`src/rtl/sym_fill_engine.sv`:
```
// Rectangle fill engine: a processor programs position, size and color through
// four memory-mapped registers, then the engine writes the clipped rectangle into the framebuffer.
module sym_fill_engine #(
    parameter logic [31:0] REG_BASE = 32'h0000_0F00,
    parameter logic [31:0] FB_BASE  = 32'h0000_1000,
    parameter int          FB_W     = 640,
    parameter int          FB_H     = 480
) (
    input  logic        CLK,
    input  logic        reset,
    input  logic        WE,
    input  logic [31:0] A,
    input  logic [31:0] WD,
    output logic [31:0] RD,
    output logic        vwe,
    output logic [31:0] vadr,
    output logic [31:0] vwd,
    input  logic        vready
);
    // Handshake: a framebuffer write completes on a rising edge where vwe=1 and
    // vready=1; while vwe=1 and vready=0, vwe/vadr/vwd hold and the column stays put.
    typedef enum logic [1:0] {S_IDLE, S_CALC, S_FILL, S_DONE} state_t;

    localparam logic [31:0] A_POS   = REG_BASE;
    localparam logic [31:0] A_SIZE  = REG_BASE + 32'd4;
    localparam logic [31:0] A_COLOR = REG_BASE + 32'd8;
    localparam logic [31:0] A_CTRL  = REG_BASE + 32'd12;

    state_t      state_q, state_d;
    logic [9:0]  pos_x_q, pos_x_d, pos_y_q, pos_y_d;
    logic [9:0]  size_w_q, size_w_d, size_h_q, size_h_d;
    logic [7:0]  color_q, color_d;
    logic        done_q, done_d;
    logic [9:0]  wx_q, wx_d, wy_q, wy_d, ww_q, ww_d, wh_q, wh_d;
    logic [7:0]  wcolor_q, wcolor_d;
    logic [9:0]  row_q, row_d, col_q, col_d;
    logic [31:0] row_adr_q, row_adr_d;

    logic        busy;
    logic        start;
    logic [10:0] px;
    logic [10:0] cy;
    logic        pix_vis;
    logic [31:0] row_calc;
    logic        unused_wd;

    assign busy      = (state_q != S_IDLE);
    assign start     = WE && (A == A_CTRL) && WD[0] && !busy;
    // 11-bit sums so coordinates past 1023 never alias back into the visible area
    assign px        = {1'b0, wx_q} + {1'b0, col_q};
    assign cy        = {1'b0, wy_q} + {1'b0, row_q};
    assign pix_vis   = (px < 11'(FB_W)) && (cy < 11'(FB_H));
    assign row_calc  = FB_BASE + (((32'(cy) * 32'(FB_W)) + 32'(wx_q)) << 2);
    assign unused_wd = ^{WD[31:26], WD[15:10]};

    always_comb begin
        RD = 32'd0;
        if (A == A_POS)        RD = {6'b0, pos_y_q, 6'b0, pos_x_q};
        else if (A == A_SIZE)  RD = {6'b0, size_h_q, 6'b0, size_w_q};
        else if (A == A_COLOR) RD = {24'b0, color_q};
        else if (A == A_CTRL)  RD = {30'b0, done_q, busy};
    end

    always_comb begin
        state_d   = state_q;
        pos_x_d   = pos_x_q;
        pos_y_d   = pos_y_q;
        size_w_d  = size_w_q;
        size_h_d  = size_h_q;
        color_d   = color_q;
        done_d    = done_q;
        wx_d      = wx_q;
        wy_d      = wy_q;
        ww_d      = ww_q;
        wh_d      = wh_q;
        wcolor_d  = wcolor_q;
        row_d     = row_q;
        col_d     = col_q;
        row_adr_d = row_adr_q;
        vwe       = 1'b0;
        vadr      = 32'd0;
        vwd       = 32'd0;

        if (WE && !busy) begin
            if (A == A_POS) begin
                pos_x_d = WD[9:0];
                pos_y_d = WD[25:16];
            end else if (A == A_SIZE) begin
                size_w_d = WD[9:0];
                size_h_d = WD[25:16];
            end else if (A == A_COLOR) begin
                color_d = WD[7:0];
            end
        end

        case (state_q)
            S_IDLE: begin
                if (start) begin
                    wx_d     = pos_x_q;
                    wy_d     = pos_y_q;
                    ww_d     = size_w_q;
                    wh_d     = size_h_q;
                    wcolor_d = color_q;
                    row_d    = 10'd0;
                    col_d    = 10'd0;
                    done_d   = 1'b0;
                    state_d  = (size_w_q == 10'd0 || size_h_q == 10'd0) ? S_DONE : S_CALC;
                end
            end
            S_CALC: begin
                row_adr_d = row_calc;
                state_d   = S_FILL;
            end
            S_FILL: begin
                vwe  = pix_vis;
                vadr = row_adr_q + {20'b0, col_q, 2'b00};
                vwd  = {24'b0, wcolor_q};
                // clipped pixels never wait on vready
                if (!pix_vis || vready) begin
                    if (col_q == ww_q - 10'd1) begin
                        col_d = 10'd0;
                        if (row_q == wh_q - 10'd1) begin
                            state_d = S_DONE;
                        end else begin
                            row_d   = row_q + 10'd1;
                            state_d = S_CALC;
                        end
                    end else begin
                        col_d = col_q + 10'd1;
                    end
                end
            end
            S_DONE: begin
                done_d  = 1'b1;
                state_d = S_IDLE;
            end
            default: state_d = S_IDLE;
        endcase
    end

    always_ff @(posedge CLK) begin
        if (reset) begin
            state_q   <= S_IDLE;
            pos_x_q   <= '0;
            pos_y_q   <= '0;
            size_w_q  <= '0;
            size_h_q  <= '0;
            color_q   <= '0;
            done_q    <= 1'b0;
            wx_q      <= '0;
            wy_q      <= '0;
            ww_q      <= '0;
            wh_q      <= '0;
            wcolor_q  <= '0;
            row_q     <= '0;
            col_q     <= '0;
            row_adr_q <= '0;
        end else begin
            state_q   <= state_d;
            pos_x_q   <= pos_x_d;
            pos_y_q   <= pos_y_d;
            size_w_q  <= size_w_d;
            size_h_q  <= size_h_d;
            color_q   <= color_d;
            done_q    <= done_d;
            wx_q      <= wx_d;
            wy_q      <= wy_d;
            ww_q      <= ww_d;
            wh_q      <= wh_d;
            wcolor_q  <= wcolor_d;
            row_q     <= row_d;
            col_q     <= col_d;
            row_adr_q <= row_adr_d;
        end
    end
endmodule

```
`config.mk`:
```
export PLATFORM = sky130hd
export DESIGN_NAME = sym_fill_engine
export DESIGN_NICKNAME = d
export VERILOG_FILES = /design/src/rtl/sym_fill_engine.sv
export SDC_FILE = /design/constraint.sdc
export NUM_CORES = 1
export LEC_CHECK = 0
export BUFFER_PORTS_ARGS = -buffer_cell sky130_fd_sc_hd__buf_2
export CORE_ASPECT_RATIO = 2
export CORE_MARGIN = 8
export CORE_UTILIZATION = 45
export CTS_CLUSTER_DIAMETER = 30
export DETAILED_ROUTE_END_ITERATION = 10
export PLACE_DENSITY_LB_ADDON = 0.08
export SYNTH_ARGS = -nofsm -noshare
export SYNTH_HDL_FRONTEND = slang
export SYNTH_SLANG_ARGS = --single-unit
export TNS_END_PERCENT = 30
```
`constraint.sdc`:
```
create_clock -name CLK -period 4.65 [get_ports CLK]
set_input_delay 0.2325 -clock CLK [delete_from_list [all_inputs] [get_ports CLK]]
set_output_delay 0.2325 -clock CLK [all_outputs]
set_load 0.05 [all_outputs]
```
==> run summary <==
yosys warns -> 0
Synth area leader -> dfxtp_1
Reg power frac -> 0.436
initial antenna violation count -> 0
vias in the first global route -> 8,802
CP bufs+invs -> 1
Worst-Margin Slew -> 1.10 ns
n_diodes -> 0
CTS Buffer Depth -> 2
Post-Synthesis Cells -> 1,206
Leak -> 4.31 nW
synthesized cell area -> 9290 um2
CP Max Fanout -> 5
Peak Freq -> 231 MHz
Fin. Hold Viols -> 0
gr ovfl total -> 0
DR vias -> 8,616
post-layout total power -> 2.79 mW
Die X -> 118 um
Rows -> 74
syn_area_per_cell -> 7.70 um2
FF-to-FF setup slack -> 0.31 ns
Slew HR -> 0.262
crit path cell chain -> ha_1 -> inv_1 -> fa_1 -> nor2b_1 -> o31a_1 -> or4b_1 -> nand3_1 -> ha_1 -> ha_1 -> or2_2 -> o2111a_1 -> a311o_1 -> and4_1 -> a21boi_1 -> o2111ai_1 -> a211oi_1 -> nor3b_1
Crit path max-delay family -> compound AO/OA/AOI/OAI gates
share of layout cells above drive strength 1 -> 0.142
Synth Register Bits -> 142
CTS tree -> yes
critical path data arrival time -> 4.66 ns
Layout area overhead -> 13.6%
status -> finished, final reports clean
first-pass GRT wire length -> 42,300 um
Die Ht -> 219 um
Crit Path Category -> reg2reg
worst endpoint required time -> 4.97 ns
Slowest Stage Delay on Critical Path -> 0.47 ns
Critical-path top delay cell -> or4b_1
drt first pass iters -> 4
# Max-Cap Violations -> 0
Final #Nets -> 1,417
I/O pin cnt -> 165
Die ar. -> 25,800 um2
Starting Density -> 0.456
global placer's final weighted congestion -> 0.850
Sw Ratio -> 0.241
ys flop type -> dfxtp_1
total CTS buffers -> 17
synth unique cells -> 75
drt first-iter violations -> 308
Crit. End Element -> flip-flop
Core ar. -> 20,400 um2
Setup Fix Bufs, Post-CTS -> 0
top post-synthesis cells by area -> dfxtp_1, nand2_1, a21oi_1, ha_1, buf_4
clock root buffer -> clkbuf_16
period utilisation layout -> 0.933
Combinational Power Share -> 0.054
hpwl dp -> 20,200 um
drt via density -> 5.48
Period minus WS final -> 4.34 ns
PortBufs -> 108
antenna-violating nets left -> 0
final setup margin -> 0.312 ns
asr flop ratio synth -> 0
Post-synth EDFFs -> 0
Util after Layout -> 0.518
top-area cell type share of the netlist area -> 0.306
clock transition at the registers of the reported paths -> 0.06 ns
critical path's most frequent cell -> ha_1
setup TNS -> 0 ns
Worst Skew -> 0.00733 ns
Hold Path Class -> in2reg
WL/cell -> 16.4 um
Max rail drop VDD -> 0.000219 V
CP startpoint kind -> flip-flop
internal cell power -> 2.12 mW
RSZ-0062 raised after global routing -> false
Skew-Pair Late Insertion Delay -> 0.43 ns
drt drc -> 0
Power Dens Cells -> 265 nW/um2
Clock power frac -> 0.510
H-Tree Depth -> 4
Final setup viols -> 0
Net Sw Power -> 674 uW
largest net degree at the start of global routing -> 101
CTS Sinks -> 142
sequential share of the synthesized area -> 0.306
Total GRT Usage -> 0.200
Slew Viols, Final -> 0
final WL -> 25,800 um
Worst Setup Slack post-DPL -> 0.203 ns
## flip-flops by register name (all words and copies together) (netlist names)
| register | cells |
|---|---|
| row_adr_q | 23 |
| wcolor_q | 8 |
| size_h_q | 10 |
| state_q | 2 |
| col_q | 10 |
| pos_x_q | 10 |
| ww_q | 10 |
| wh_q | 10 |
| color_q | 8 |
| wx_q | 10 |
| size_w_q | 10 |
| pos_y_q | 10 |
| done_q | 1 |
| row_q | 10 |
| wy_q | 10 |
## cells in the final DEF (no fill, tap or decap), drive strengths merged, types with 26 or more instances in the layout
| master | count |
|---|---|
| mux2i | 33 |
| inv | 30 |
| nor2 | 75 |
| buf | 130 |
| dfxtp | 142 |
| nand2 | 239 |
| o21ai | 28 |
| ha | 53 |
| nand3 | 26 |
| xnor2 | 38 |
| a21oi | 156 |
| conb | 44 |
## cell families (layout without fill, tap and decap cells)
| group | Yosys count | count (layout) | share of synthesized area |
|---|---|---|---|
| and+or+nand+nor | 490 | 490 | 0.248 |
| AOI/OAI and AO/OA | 284 | 284 | 0.189 |
| DFF | 142 | 142 | 0.306 |
| buffers and inverters | 132 | 188 | 0.0732 |
| xor gates and xnor gates | 63 | 63 | 0.0624 |
| adders and majority gates | 59 | 59 | 0.0822 |
| muxes | 35 | 35 | 0.0392 |
| other | 1 | 44 | 0.000404 |
## cell usage after synthesis (5+ instances only)
cell type  number
a211oi_1        8
o21a_1          6
clkbuf_1       48
xnor2_1        38
nand2b_1        5
nand4_1        18
mux2i_1        33
inv_1          26
a311oi_1        6
nor2b_1        11
nand3b_1        5
buf_4          45
or4_1          12
nor3_1         20
a32o_1          8
ha_1           53
a21o_1         11
or3_1           7
o31ai_1         8
and2_1         15
o21ai_0        27
nand2_1       239
nand3_1        26
buf_2          12
a31oi_1         5
dfxtp_1       142
and3_1         12
or2_2           8
o211ai_1        8
o21bai_1        8
xor2_1         23
nor3b_1        11
nor2_1         73
a21oi_1       155
nor4_1         12
## area by class of cell
| class | instances | area [um2] |
|---|---|---|
| well taps | 266 | 333 |
| clock inverters | 11 | 153 |
| flip-flops and latches | 142 | 2840 |
| repair buffers | 130 | 708 |
| multi-input cells | 975 | 5950 |
| fillers | 2105 | 9820 |
| clock buffers | 21 | 460 |
| inverters | 26 | 97.6 |
## metrics by stage
stage | cell area (um2) | instances | hold WS (ns)
final | 10500 | 1571 | 0.0480
after global routing | 10500 | 1571 | 0.0293
after CTS | 10500 | 1571 | 0.0278
after detailed placement | 9920 | 1539 | 0.445
after global placement | 9920 | 1539 | 0.441
after floorplan | 9450 | 1249 | 0.373
## power by group through the flow
stage | registers [mW] | logic [mW] | clock network (mW)
finish | 1.22 | 0.151 | 1.42
detailed placement | 1.24 | 0.150 | 0
floorplan | 1.24 | 0.140 | 0
CTS | 1.22 | 0.150 | 1.46
global route | 1.22 | 0.160 | 1.51
global placement | 1.24 | 0.150 | 0
## worst register-to-register path, cell delays in order (launching register included)
cell       delay (ns)
dfxtp_1          0.31
ha_1             0.22
inv_1            0.07
fa_1             0.21
nor2b_1          0.07
o31a_1           0.28
or4b_1           0.47
nand3_1          0.15
ha_1             0.25
ha_1             0.25
or2_2            0.33
o2111a_1         0.24
a311o_1          0.35
and4_1           0.25
a21boi_1         0.28
o2111ai_1        0.17
a211oi_1         0.25
nor3b_1          0.08
## final timing paths
| check | cells after the start | from | endpoint |
|---|---|---|---|
| max | 17 | wy_q[0]$_SDFFE_PP0P_ | row_adr_q[21]$_SDFFE_PP0P_ |
| min | 3 | WD[22] | pos_y_q[6]$_SDFFE_PP0P_ |
| max reg2reg | 17 | wy_q[0]$_SDFFE_PP0P_ | row_adr_q[21]$_SDFFE_PP0P_ |
| min reg2reg | 2 | wcolor_q[7]$_SDFFE_PP0P_ | wcolor_q[7]$_SDFFE_PP0P_ |
## repair_timing
item,in CTS,in global routing
hold buffers,0,0
endpoints found under the setup margin,0,3
gates resized for setup,0,3
## routing by layer
layer  vias up  wire length (um)  track usage
li1       4323                 -            -
met1      4046              9740        0.184
met2       195             14100        0.394
met3        52              1050       0.0479
met4         0               850        0.106
met5         -                 0            0
(Power assumes the default switching activity.)
